[src/rtl/genrand_pkg.sv]
// Shared definitions for the random-range path: default sizes, controller
// states and the range-mask helper.
package genrand_pkg;

  localparam int WIDTH_DEF = 16;
  localparam int DEPTH_DEF = 4;

  typedef enum logic [1:0] {
    ST_INIT  = 2'd0,
    ST_RUN   = 2'd1,
    ST_FLUSH = 2'd2
  } state_e;

  // Smallest all-ones mask covering n-1; n == 0 stands for the full 2^WIDTH range.
  function automatic logic [WIDTH_DEF-1:0] mask_for(input logic [WIDTH_DEF-1:0] n);
    logic [WIDTH_DEF-1:0] m;
    if (n == '0) begin
      m = '1;
    end else begin
      m = n - 1'b1;
      // Smear the highest set bit downwards so every lower bit is set.
      for (int s = 1; s < WIDTH_DEF; s = s * 2) begin
        m = m | (m >> s);
      end
    end
    return m;
  endfunction

endpackage

[src/rtl/rand_fifo.sv]
// Small synchronous FIFO holding accepted samples. Occupancy is tracked in an
// explicit counter so full/empty never depend on pointer comparison; a flush
// empties it in one edge and takes priority over push and pop.
module rand_fifo
  import genrand_pkg::*;
#(
  parameter int WIDTH = WIDTH_DEF,
  parameter int DEPTH = DEPTH_DEF,
  localparam int AW = $clog2(DEPTH),
  localparam int CW = AW + 1
) (
  input  logic             clk_i,
  input  logic             rst_ni,
  input  logic             push_i,
  input  logic             pop_i,
  input  logic             flush_i,
  input  logic [WIDTH-1:0] data_i,
  output logic [WIDTH-1:0] data_o,
  output logic [CW-1:0]    count_o
);

  logic [WIDTH-1:0] mem_q [DEPTH];
  logic [AW-1:0]    wr_ptr_q, wr_ptr_d;
  logic [AW-1:0]    rd_ptr_q, rd_ptr_d;
  logic [CW-1:0]    count_q, count_d;
  logic             full, empty;
  logic             do_push, do_pop;

  assign full  = (count_q == CW'(DEPTH));
  assign empty = (count_q == '0);

  // A pop frees the slot in the same edge, so a full FIFO still takes a push
  // when it is popped simultaneously (the head slot is overwritten).
  assign do_pop  = pop_i & ~empty & ~flush_i;
  assign do_push = push_i & ~flush_i & (~full | do_pop);

  // Next pointer and occupancy values.
  always_comb begin
    wr_ptr_d = wr_ptr_q;
    rd_ptr_d = rd_ptr_q;
    count_d  = count_q;
    if (flush_i) begin
      wr_ptr_d = '0;
      rd_ptr_d = '0;
      count_d  = '0;
    end else begin
      if (do_push) wr_ptr_d = wr_ptr_q + 1'b1;
      if (do_pop)  rd_ptr_d = rd_ptr_q + 1'b1;
      if (do_push && !do_pop) begin
        count_d = count_q + 1'b1;
      end else if (do_pop && !do_push) begin
        count_d = count_q - 1'b1;
      end
    end
  end

  // Pointer and occupancy registers.
  always_ff @(posedge clk_i or negedge rst_ni) begin
    if (!rst_ni) begin
      wr_ptr_q <= '0;
      rd_ptr_q <= '0;
      count_q  <= '0;
    end else begin
      wr_ptr_q <= wr_ptr_d;
      rd_ptr_q <= rd_ptr_d;
      count_q  <= count_d;
    end
  end

  // Storage array; cleared on reset so the head reads zero out of reset.
  always_ff @(posedge clk_i or negedge rst_ni) begin
    if (!rst_ni) begin
      for (int i = 0; i < DEPTH; i++) begin
        mem_q[i] <= '0;
      end
    end else if (do_push) begin
      mem_q[wr_ptr_q] <= data_i;
    end
  end

  assign data_o  = mem_q[rd_ptr_q];
  assign count_o = count_q;

endmodule

[src/rtl/randrange.sv]
// Turns the free-running xorshift stream into uniform values in [0, N-1]
// by masked rejection sampling, buffering accepted values in rand_fifo.
//
//   state    | meaning
//   ---------+-------------------------------------------------------------
//   ST_INIT  | first cycle after reset: capture range_n, no sampling
//   ST_RUN   | sample every valid word; mismatch on range_n flushes
//   ST_FLUSH | FIFO already emptied, new range captured; ignore all traffic
module randrange
  import genrand_pkg::*;
#(
  parameter int WIDTH = WIDTH_DEF,
  parameter int DEPTH = DEPTH_DEF,
  localparam int CW = $clog2(DEPTH) + 1
) (
  input  logic             clk,
  input  logic             rst,
  input  logic [WIDTH-1:0] rnd_in,
  input  logic             rnd_valid,
  input  logic [WIDTH-1:0] range_n,
  output logic [WIDTH-1:0] out_data,
  output logic             out_valid,
  input  logic             out_ready,
  output logic [CW-1:0]    count,
  output logic [15:0]      reject_cnt
);

  state_e           state_q, state_d;
  logic [WIDTH-1:0] range_q, range_d;
  logic [15:0]      rej_q, rej_d;
  logic [WIDTH-1:0] mask, cand;
  logic             accept;
  logic             fifo_push, fifo_pop, fifo_flush;

  // Mask comes from the registered range only, keeping range_n off the
  // accept path except for the mismatch compare.
  assign mask   = mask_for(range_q);
  assign cand   = rnd_in & mask;
  assign accept = (range_q == '0) || (cand < range_q);

  // out_valid depends only on registered state, never on rnd_in.
  assign out_valid = (count != '0) && (state_q != ST_FLUSH);

  // Controller next state, FIFO strobes and reject counter update.
  always_comb begin
    state_d    = state_q;
    range_d    = range_q;
    rej_d      = rej_q;
    fifo_push  = 1'b0;
    fifo_pop   = 1'b0;
    fifo_flush = 1'b0;
    case (state_q)
      ST_INIT: begin
        range_d = range_n;
        state_d = ST_RUN;
      end
      ST_RUN: begin
        fifo_pop = out_valid & out_ready;
        if (range_n != range_q) begin
          // Empty now so the FLUSH cycle already shows an empty FIFO; the
          // sample arriving with the new range is not evaluated.
          fifo_flush = 1'b1;
          range_d    = range_n;
          state_d    = ST_FLUSH;
        end else if (rnd_valid) begin
          if (accept) begin
            fifo_push = 1'b1;
          end else if (rej_q != 16'hFFFF) begin
            rej_d = rej_q + 16'd1;
          end
        end
      end
      ST_FLUSH: begin
        state_d = ST_RUN;
      end
      default: begin
        state_d = ST_INIT;
      end
    endcase
  end

  // Controller state, captured range and reject counter registers.
  always_ff @(posedge clk or negedge rst) begin
    if (!rst) begin
      state_q <= ST_INIT;
      range_q <= '0;
      rej_q   <= '0;
    end else begin
      state_q <= state_d;
      range_q <= range_d;
      rej_q   <= rej_d;
    end
  end

  rand_fifo #(
    .WIDTH (WIDTH),
    .DEPTH (DEPTH)
  ) u_fifo (
    .clk_i   (clk),
    .rst_ni  (rst),
    .push_i  (fifo_push),
    .pop_i   (fifo_pop),
    .flush_i (fifo_flush),
    .data_i  (cand),
    .data_o  (out_data),
    .count_o (count)
  );

  assign reject_cnt = rej_q;

endmodule

[config.mk]
export PLATFORM = sky130hd
export DESIGN_NAME = randrange
export DESIGN_NICKNAME = d
export VERILOG_FILES = /design/src/rtl/genrand_pkg.sv /design/src/rtl/rand_fifo.sv /design/src/rtl/randrange.sv
export SDC_FILE = /design/constraint.sdc
export NUM_CORES = 1
export LEC_CHECK = 0
export ABC_AREA = 0
export BUFFER_PORTS_ARGS = -buffer_cell sky130_fd_sc_hd__buf_2
export CAP_MARGIN = 20
export CORE_MARGIN = 5
export CORE_UTILIZATION = 55
export DETAILED_ROUTE_END_ITERATION = 8
export HOLD_SLACK_MARGIN = 0.1
export PLACE_DENSITY = 0.85
export SLEW_MARGIN = 15
export SYNTH_ARGS = -nofsm -noshare
export SYNTH_HDL_FRONTEND = slang
export SYNTH_SLANG_ARGS = --single-unit
export TNS_END_PERCENT = 50
[constraint.sdc]
create_clock -name clk -period 7 [get_ports clk]
set_clock_uncertainty 0.2 [all_clocks]
set_input_delay 0.7 -clock clk [delete_from_list [all_inputs] [get_ports clk]]
set_output_delay 0.7 -clock clk [all_outputs]
set_load 0.05 [all_outputs]
==> qor.yml, run 1 <==
status:
  status: "complete, no violations"
detailed_routing:
  drt-total-wl_um: 14600
  viasPerCell: 6.02
  drc_errors: 0
  ant_nets: 0
  drtPass1Iterations: 5
  first_iter_violations: 258
  vias: 4467
  wl_per_cell_um: 19.6
setup_path:
  r2r_cells: 14
  crit_required_ps: 7030
  cp_max_fo: 15
  regToRegSetupSlack_ps: 1030
  slowest_delay_ps: 760
  cp-start-kind: "register"
  cp_slowest_cell: "a211oi_1"
  cp-endpoint: "reject_cnt[1]"
  r2r_end: "reject_cnt[1]"
  crit_start: "range_q[4]"
  reg2reg_from: "range_q[4]"
  crit_type: "register to register"
  cp_data_arrival_time_ps: 6000
  cp_cell_sequence: "nor4_4 -> nand4_1 -> xnor2_1 -> nand4_1 -> nor2_1 -> a21boi_0 -> ha_1 -> and4_1 -> a21oi_1 -> a21o_1 -> a21oi_1 -> o21ai_0 -> a211oi_1 -> mux2_2"
  end_kind: "register"
clock_network:
  numCtsBuffers: 9
  insertion_delay_ps: 350
  cts_tree: "done"
  post_cts_buffers: 0
  clock-sinks: 105
  cts.path.max_buffers: 2
  htreeDepth: 3
  clock-root-buffer: "clkbuf_16"
  clk_pin_slew_ps: 70
floorplan:
  coreArea_mm2: 0.0109
  ios: 72
  dieArea_mm2: 0.0135
  chipWidth_um: 116
  rows: 38
  initial_utilization_pct: 56.5
  fp.dieH_um: 116
synthesis:
  synthCells: 535
  synth_edf_count: 0
  syn_area_mm2: 0.00618
  yosys_register_bits: 105
  yosysSeqAreaShare_pct: 42.5
  synth_cell_types: 61
  synthesis.nets: 594
  yosysWarnings: 0
  syn_area_per_cell_um2: 11.5
  synth_flop_cell: "dfrtp_1"
  async_flop_share_pct: 100
timing:
  tightestPinTransition_ps: 934
  post-route-period-util_pct: 85.3
  holdWs_ps: 301
  period_minus_slack_ps: 5970
  maxSlewHeadroom_pct: 37.2
  maxSlewViolCount: 0
  max_freq_mhz: 167
  finalSetupViolations: 0
  setup-tns-final_ps: 0
  rsz0062_at_grt: "false"
  hold_violations: 0
finish:
  final_common_cell: "dfrtp_1"
  final_cell_mix: "dfrtp_1 (104), buf_2 (70), mux2_4 (40)"
  multi_input_area_mm2: 0.00333
  nFillCells: 866
  drive_above_1_share_pct: 31.4
  diodes: 0
  syn2layout_area_growth_pct: 12.2
  nets: 656
  regArea_mm2: 0.00263
global_route:
  grt_pass1_vias: 4803
  grt_pass1_wl_um: 24100
  grt_max_degree: 81
  gr-usage-all-layers_pct: 22.9
  antenna_found_initial: 0
  overflow: 0
placement:
  hpwl_um: 10400
  port_buffers: 71
  globalplace.congestion: 0.895
pwr:
  cellPowerDensity_mw_per_mm2: 175
  p_leak_uw: 0.00345
  vdd_drop_max_mv: 0.128
hold_path:
  min_path_type: "register to register"
run:
  maxCapViolations: 0
## sequential cells by signal, indices dropped and copies added, names as in the netlist
| signal | count |
|---|---|
| u_fifo.wr_ptr_q | 2 |
| range_q | 16 |
| state_q | 2 |
| u_fifo.mem_q | 64 |
| u_fifo.count_o | 3 |
| reject_cnt | 16 |
| u_fifo.rd_ptr_q | 2 |
## power breakdown
part / leakage [µW] / internal (µW) / switching [µW] / total (µW)
sequential: 0.00142 / 611 / 10.8 / 621
combinational: 0.00190 / 37.4 / 60.8 / 98.1
clock: 0.000129 / 255 / 238 / 493
## stage by stage
step / std cells / util, % / power (µW) / area (µm²) / worst slack (ps)
after floorplan: 535 / - / 685 / 6180 / 2310
after global placement: 724 / 60.3 / 722 / 6600 / 1450
after detailed placement: 724 / 60.3 / 727 / 6600 / 1150
after CTS: 741 / 63.0 / 1220 / 6890 / 1150
after global routing: 742 / 63.4 / 1260 / 6930 / 385
final: 742 / 63.4 / 1210 / 6930 / 1030
## worst min path at each step
stage	startpoint	slack (ps)	to	cells past startpoint
after floorplan	rst	200	range_q[0]	0
after global placement	reject_cnt[9]	270	reject_cnt[9]	1
after detailed placement	reject_cnt[5]	280	reject_cnt[5]	1
after CTS	reject_cnt[5]	300	reject_cnt[5]	1
after global routing	reject_cnt[5]	320	reject_cnt[5]	1
final	reject_cnt[5]	300	reject_cnt[5]	1
## layout make-up
| type | count | share of cell area [%] |
|---|---|---|
| well taps | 140 | 2.53 |
| flip-flops and latches | 105 | 37.9 |
| clock buffers | 10 | 3.45 |
| inverters | 27 | 1.46 |
| repair buffers | 75 | 5.92 |
| clock inverters | 6 | 0.722 |
| multi-input cells | 379 | 48.0 |
## layer usage
layer  global-route usage, %  part of all wire, %  vias up
met5                       0                    0        -
met1                    28.9                   41     2220
met2                    38.5                   51      156
li1                        -                    -     2054
met3                    5.38                  5.3       37
met4                    8.58                  3.0        0
## synth_stat cells, types with 2 or more instances
master	instances	area, µm²
nor2_1	28	105
mux2_2	25	282
o211a_1	2	20.0
nand2_4	4	45.0
inv_1	27	101
nor2b_1	6	37.5
and3_1	9	56.3
nand2b_1	2	12.5
xnor2_1	35	307
nand4_1	14	87.6
nand2_1	36	135
buf_2	4	20.0
a41o_1	2	20.0
o2111ai_1	2	17.5
clkbuf_1	13	48.8
ha_1	22	275
nand3_1	10	50.1
or2_2	2	12.5
and2_1	4	25.0
o21ai_0	25	125
nor3_1	12	60.1
mux4_2	16	360
mux2_4	40	601
xor2_1	6	52.6
buf_6	6	67.6
mux2i_1	2	20.0
a211oi_1	2	15.0
o31ai_1	3	22.5
a21boi_0	10	75.1
a31oi_1	4	25.0
a21o_1	5	37.5
and4_1	3	26.3
dfrtp_1	105	2630
a21oi_1	14	70.1
nor4_1	9	56.3
## cells by family (layout without fill, tap and decap cells)
group / count (synthesis) / count (layout) / synth area share [%]
buffers and inverters: 51 / 118 / 3.91
XOR/XNOR: 42 / 42 / 6.08
adder cells (fa/ha/maj): 23 / 23 / 4.78
AO/OA/AOI/OAI: 79 / 79 / 8.53
AND/OR/NAND/NOR: 152 / 152 / 13.7
multiplexers: 83 / 83 / 20.4
flip-flops: 105 / 105 / 42.5
## timing repair
action                    4_1_cts  5_1_grt
gates resized for setup         0        0
hold endpoints to repair       25        0
hold buffers                    1        0
## critical path, delay by kind of cell (launching register included)
kind	cells	cell delay, ps
AO/OA/AOI/OAI	6	2140
AND/OR/NAND/NOR	5	1870
flip-flops	1	510
multiplexers	1	410
adder cells (fa/ha/maj)	1	380
XOR/XNOR	1	340
Note: power is estimated with default switching activity, not from simulation.
==> inputs of run 2 (changes only) <==
--- a/config.mk
+++ b/config.mk
@@ -8,11 +8,13 @@
 export ABC_AREA = 0
 export BUFFER_PORTS_ARGS = -buffer_cell sky130_fd_sc_hd__buf_2
 export CAP_MARGIN = 20
+export CELL_PAD_IN_SITES_DETAIL_PLACEMENT = 1
+export CELL_PAD_IN_SITES_GLOBAL_PLACEMENT = 1
 export CORE_MARGIN = 5
-export CORE_UTILIZATION = 55
+export CORE_UTILIZATION = 51
 export DETAILED_ROUTE_END_ITERATION = 8
 export HOLD_SLACK_MARGIN = 0.1
-export PLACE_DENSITY = 0.85
+export PLACE_DENSITY = 0.95
 export SLEW_MARGIN = 15
 export SYNTH_ARGS = -nofsm -noshare
 export SYNTH_HDL_FRONTEND = slang
==> qor.yml, run 2 (synthesized netlist as in run 1, its figures left out) <==
status:
  status: "complete, no violations"
detailed_routing:
  wl_per_cell_um: 22.3  # +14%
  vias: 4528  # +1.4%
  first_iter_violations: 253  # -1.9%
  drc_errors: 0  # unchanged
  viasPerCell: 6.05  # +0.55%
  drtPass1Iterations: 5  # unchanged
  drt-total-wl_um: 16700  # +15%
  ant_nets: 0  # unchanged
setup_path:
  crit_family: "compound AO/OA/AOI/OAI gates"
  end_kind: "register"
  r2r_cells: 14  # unchanged
  cp_data_arrival_time_ps: 6220  # +220 ps
  regToRegSetupSlack_ps: 830  # -200 ps
  cp_cell_sequence: "nor4_4 -> nand4_1 -> xnor2_1 -> nand4_1 -> nor2_1 -> a21boi_0 -> ha_1 -> and4_1 -> a21oi_1 -> a21o_1 -> a21oi_1 -> o21ai_0 -> a211oi_1 -> mux2_2"
  r2r_end: "reject_cnt[1]"
  cp-start-kind: "register"
  slowest_delay_ps: 760  # about the same
  cp_max_fo: 15  # unchanged
  cp_slowest_cell: "nor4_4"
  crit_required_ps: 7050  # +20 ps
  cp.buffers_inverters: 0  # unchanged
  crit_type: "register to register"
  reg2reg_from: "range_q[4]"
placement:
  port_buffers: 71  # unchanged
  post-place-ws_ps: 987  # -166 ps
  globalplace.congestion: 0.891  # -0.47%
  hpwl_um: 12000  # +15%
pwr:
  p_int_uw: 931  # +3.1%
  p_leak_uw: 0.00346  # +0.34%
  switching_share_pct: 26.1  # +0.57 points
  power_uw: 1260  # +3.9%
  cellPowerDensity_mw_per_mm2: 182  # +3.8%
  vdd_drop_max_mv: 0.115  # -10%
  p_comb_share_pct: 7.8  # -0.3 points
  power_frac_clock_pct: 42.8  # +2.1 points
  seqPwrFrac_pct: 49.4  # -1.8 points
  power.switching_uw: 329  # +6.2%
clock_network:
  clk_pin_slew_ps: 80  # about the same
  post_cts_buffers: 0  # unchanged
  cts.path.max_buffers: 2  # unchanged
  insertion_delay_ps: 360  # about the same
  cts_tree: "done"
  post_cts_resize_count: 0  # unchanged
  numCtsBuffers: 9  # unchanged
  htreeDepth: 3  # unchanged
  clock-root-buffer: "clkbuf_16"
  clock-sinks: 105  # unchanged
  postCtsHoldBufs: 0  # -1
timing:
  tightestPinTransition_ps: 904  # -30.0 ps
  max_freq_mhz: 162  # -3.3%
  maxSlewViolCount: 0  # unchanged
  rsz0062_at_grt: "false"
  period_minus_slack_ps: 6170  # +204 ps
  maxSlewHeadroom_pct: 39.2  # +2.0 points
  timing.final.ws_setup_ps: 826  # -204 ps
  post-route-period-util_pct: 88.2  # +2.9 points
  hold_violations: 0  # unchanged
  setup-tns-final_ps: 0  # unchanged
  finalSetupViolations: 0  # unchanged
finish:
  top_register: "u_fifo.mem_q"
  nFillCells: 1297  # +50%
  syn2layout_area_growth_pct: 12.3  # about the same
  final_common_cell: "dfrtp_1"
  drive_above_1_share_pct: 31.3  # -0.11 points
  largest_reg_flops: 64  # unchanged
  nets: 655  # -0.15%
  diodes: 0  # unchanged
  final_cell_mix: "dfrtp_1 (105), buf_2 (70), mux2_4 (40)"
global_route:
  overflow: 0  # unchanged
  grt_pass1_wl_um: 26900  # +12%
  grt_pass1_vias: 4963  # +3.3%
  gr-usage-all-layers_pct: 24.0  # +1.1 points
  grt_max_degree: 65  # -20%
  antenna_found_initial: 0  # unchanged
floorplan:
  initial_utilization_pct: 51.6  # -4.8 points
  coreArea_mm2: 0.0120  # +9.4%
  chipWidth_um: 120  # +3.5%
  dieArea_mm2: 0.0144  # +7.2%
  fp.dieH_um: 120  # +3.5%
  ios: 72  # unchanged
  rows: 40  # +5.3%
hold_path:
  min_path_type: "input port to asynchronous set/reset pin"
run:
  maxCapViolations: 0  # unchanged
## run 2: power by group through the flow
stage,Sequential (µW),Combinational (µW),Clock [µW]
2_1_floorplan,626,59.0,0
3_3_place_gp,633,90.1,0
3_5_place_dp,634,97.4,0
4_1_cts,622,99.1,549
5_1_grt,623,110,578
6_report,622,98.7,539
## run 2: layer usage
| layer | track usage, % | part of all wire [%] |
|---|---|---|
| met5 | 0 | 0 |
| met4 | 6.23 | 1.8 |
| met3 | 5.94 | 4.3 |
| met2 | 42.4 | 52 |
| met1 | 29.2 | 42 |
## run 2: layout make-up
cell class                      instances  area (µm²)  area share, %
Clock buffer                            9         225           3.25
Clock inverter                          7        83.8           1.21
Sequential cell                       105        2630           37.9
Tap cell                              147         184           2.65
Inverter                               27         101           1.46
Timing Repair Buffer                   74         388           5.59
Multi-Input combinational cell        379        3330           48.0
## run 2: per-stage QoR
stage / std cells / hold WS [ps] / cell area (µm²) / utilization, %
floorplan: 535 / 204 / 6180 / -
global placement: 731 / 266 / 6600 / 55.2
detailed placement: 732 / 289 / 6620 / 55.3
CTS: 748 / 157 / 6930 / 57.9
global route: 748 / 177 / 6940 / 58.0
finish: 748 / 129 / 6940 / 58.0
## run 2: worst max path at each step
stage                           from            end  slack, ps  cells after the start
after detailed placement  range_q[4]  reject_cnt[1]        990                     14
final                     range_q[4]  reject_cnt[1]        830                     14
after global placement    range_q[4]  reject_cnt[1]       1360                     14
after floorplan           range_q[4]  reject_cnt[1]       2310                     16
after CTS                 range_q[4]  reject_cnt[1]        920                     14
after global routing      range_q[4]  reject_cnt[4]        250                     15
## run 2: worst reg2reg max path, cell delays in order (launching register included)
cell and delay [ps]:
dfrtp_1 530, nor4_4 760, nand4_1 210, xnor2_1 410, nand4_1 260, nor2_1 520, a21boi_0 360, ha_1 370
and4_1 190, a21oi_1 70, a21o_1 170, a21oi_1 590, o21ai_0 230, a211oi_1 750, mux2_2 420
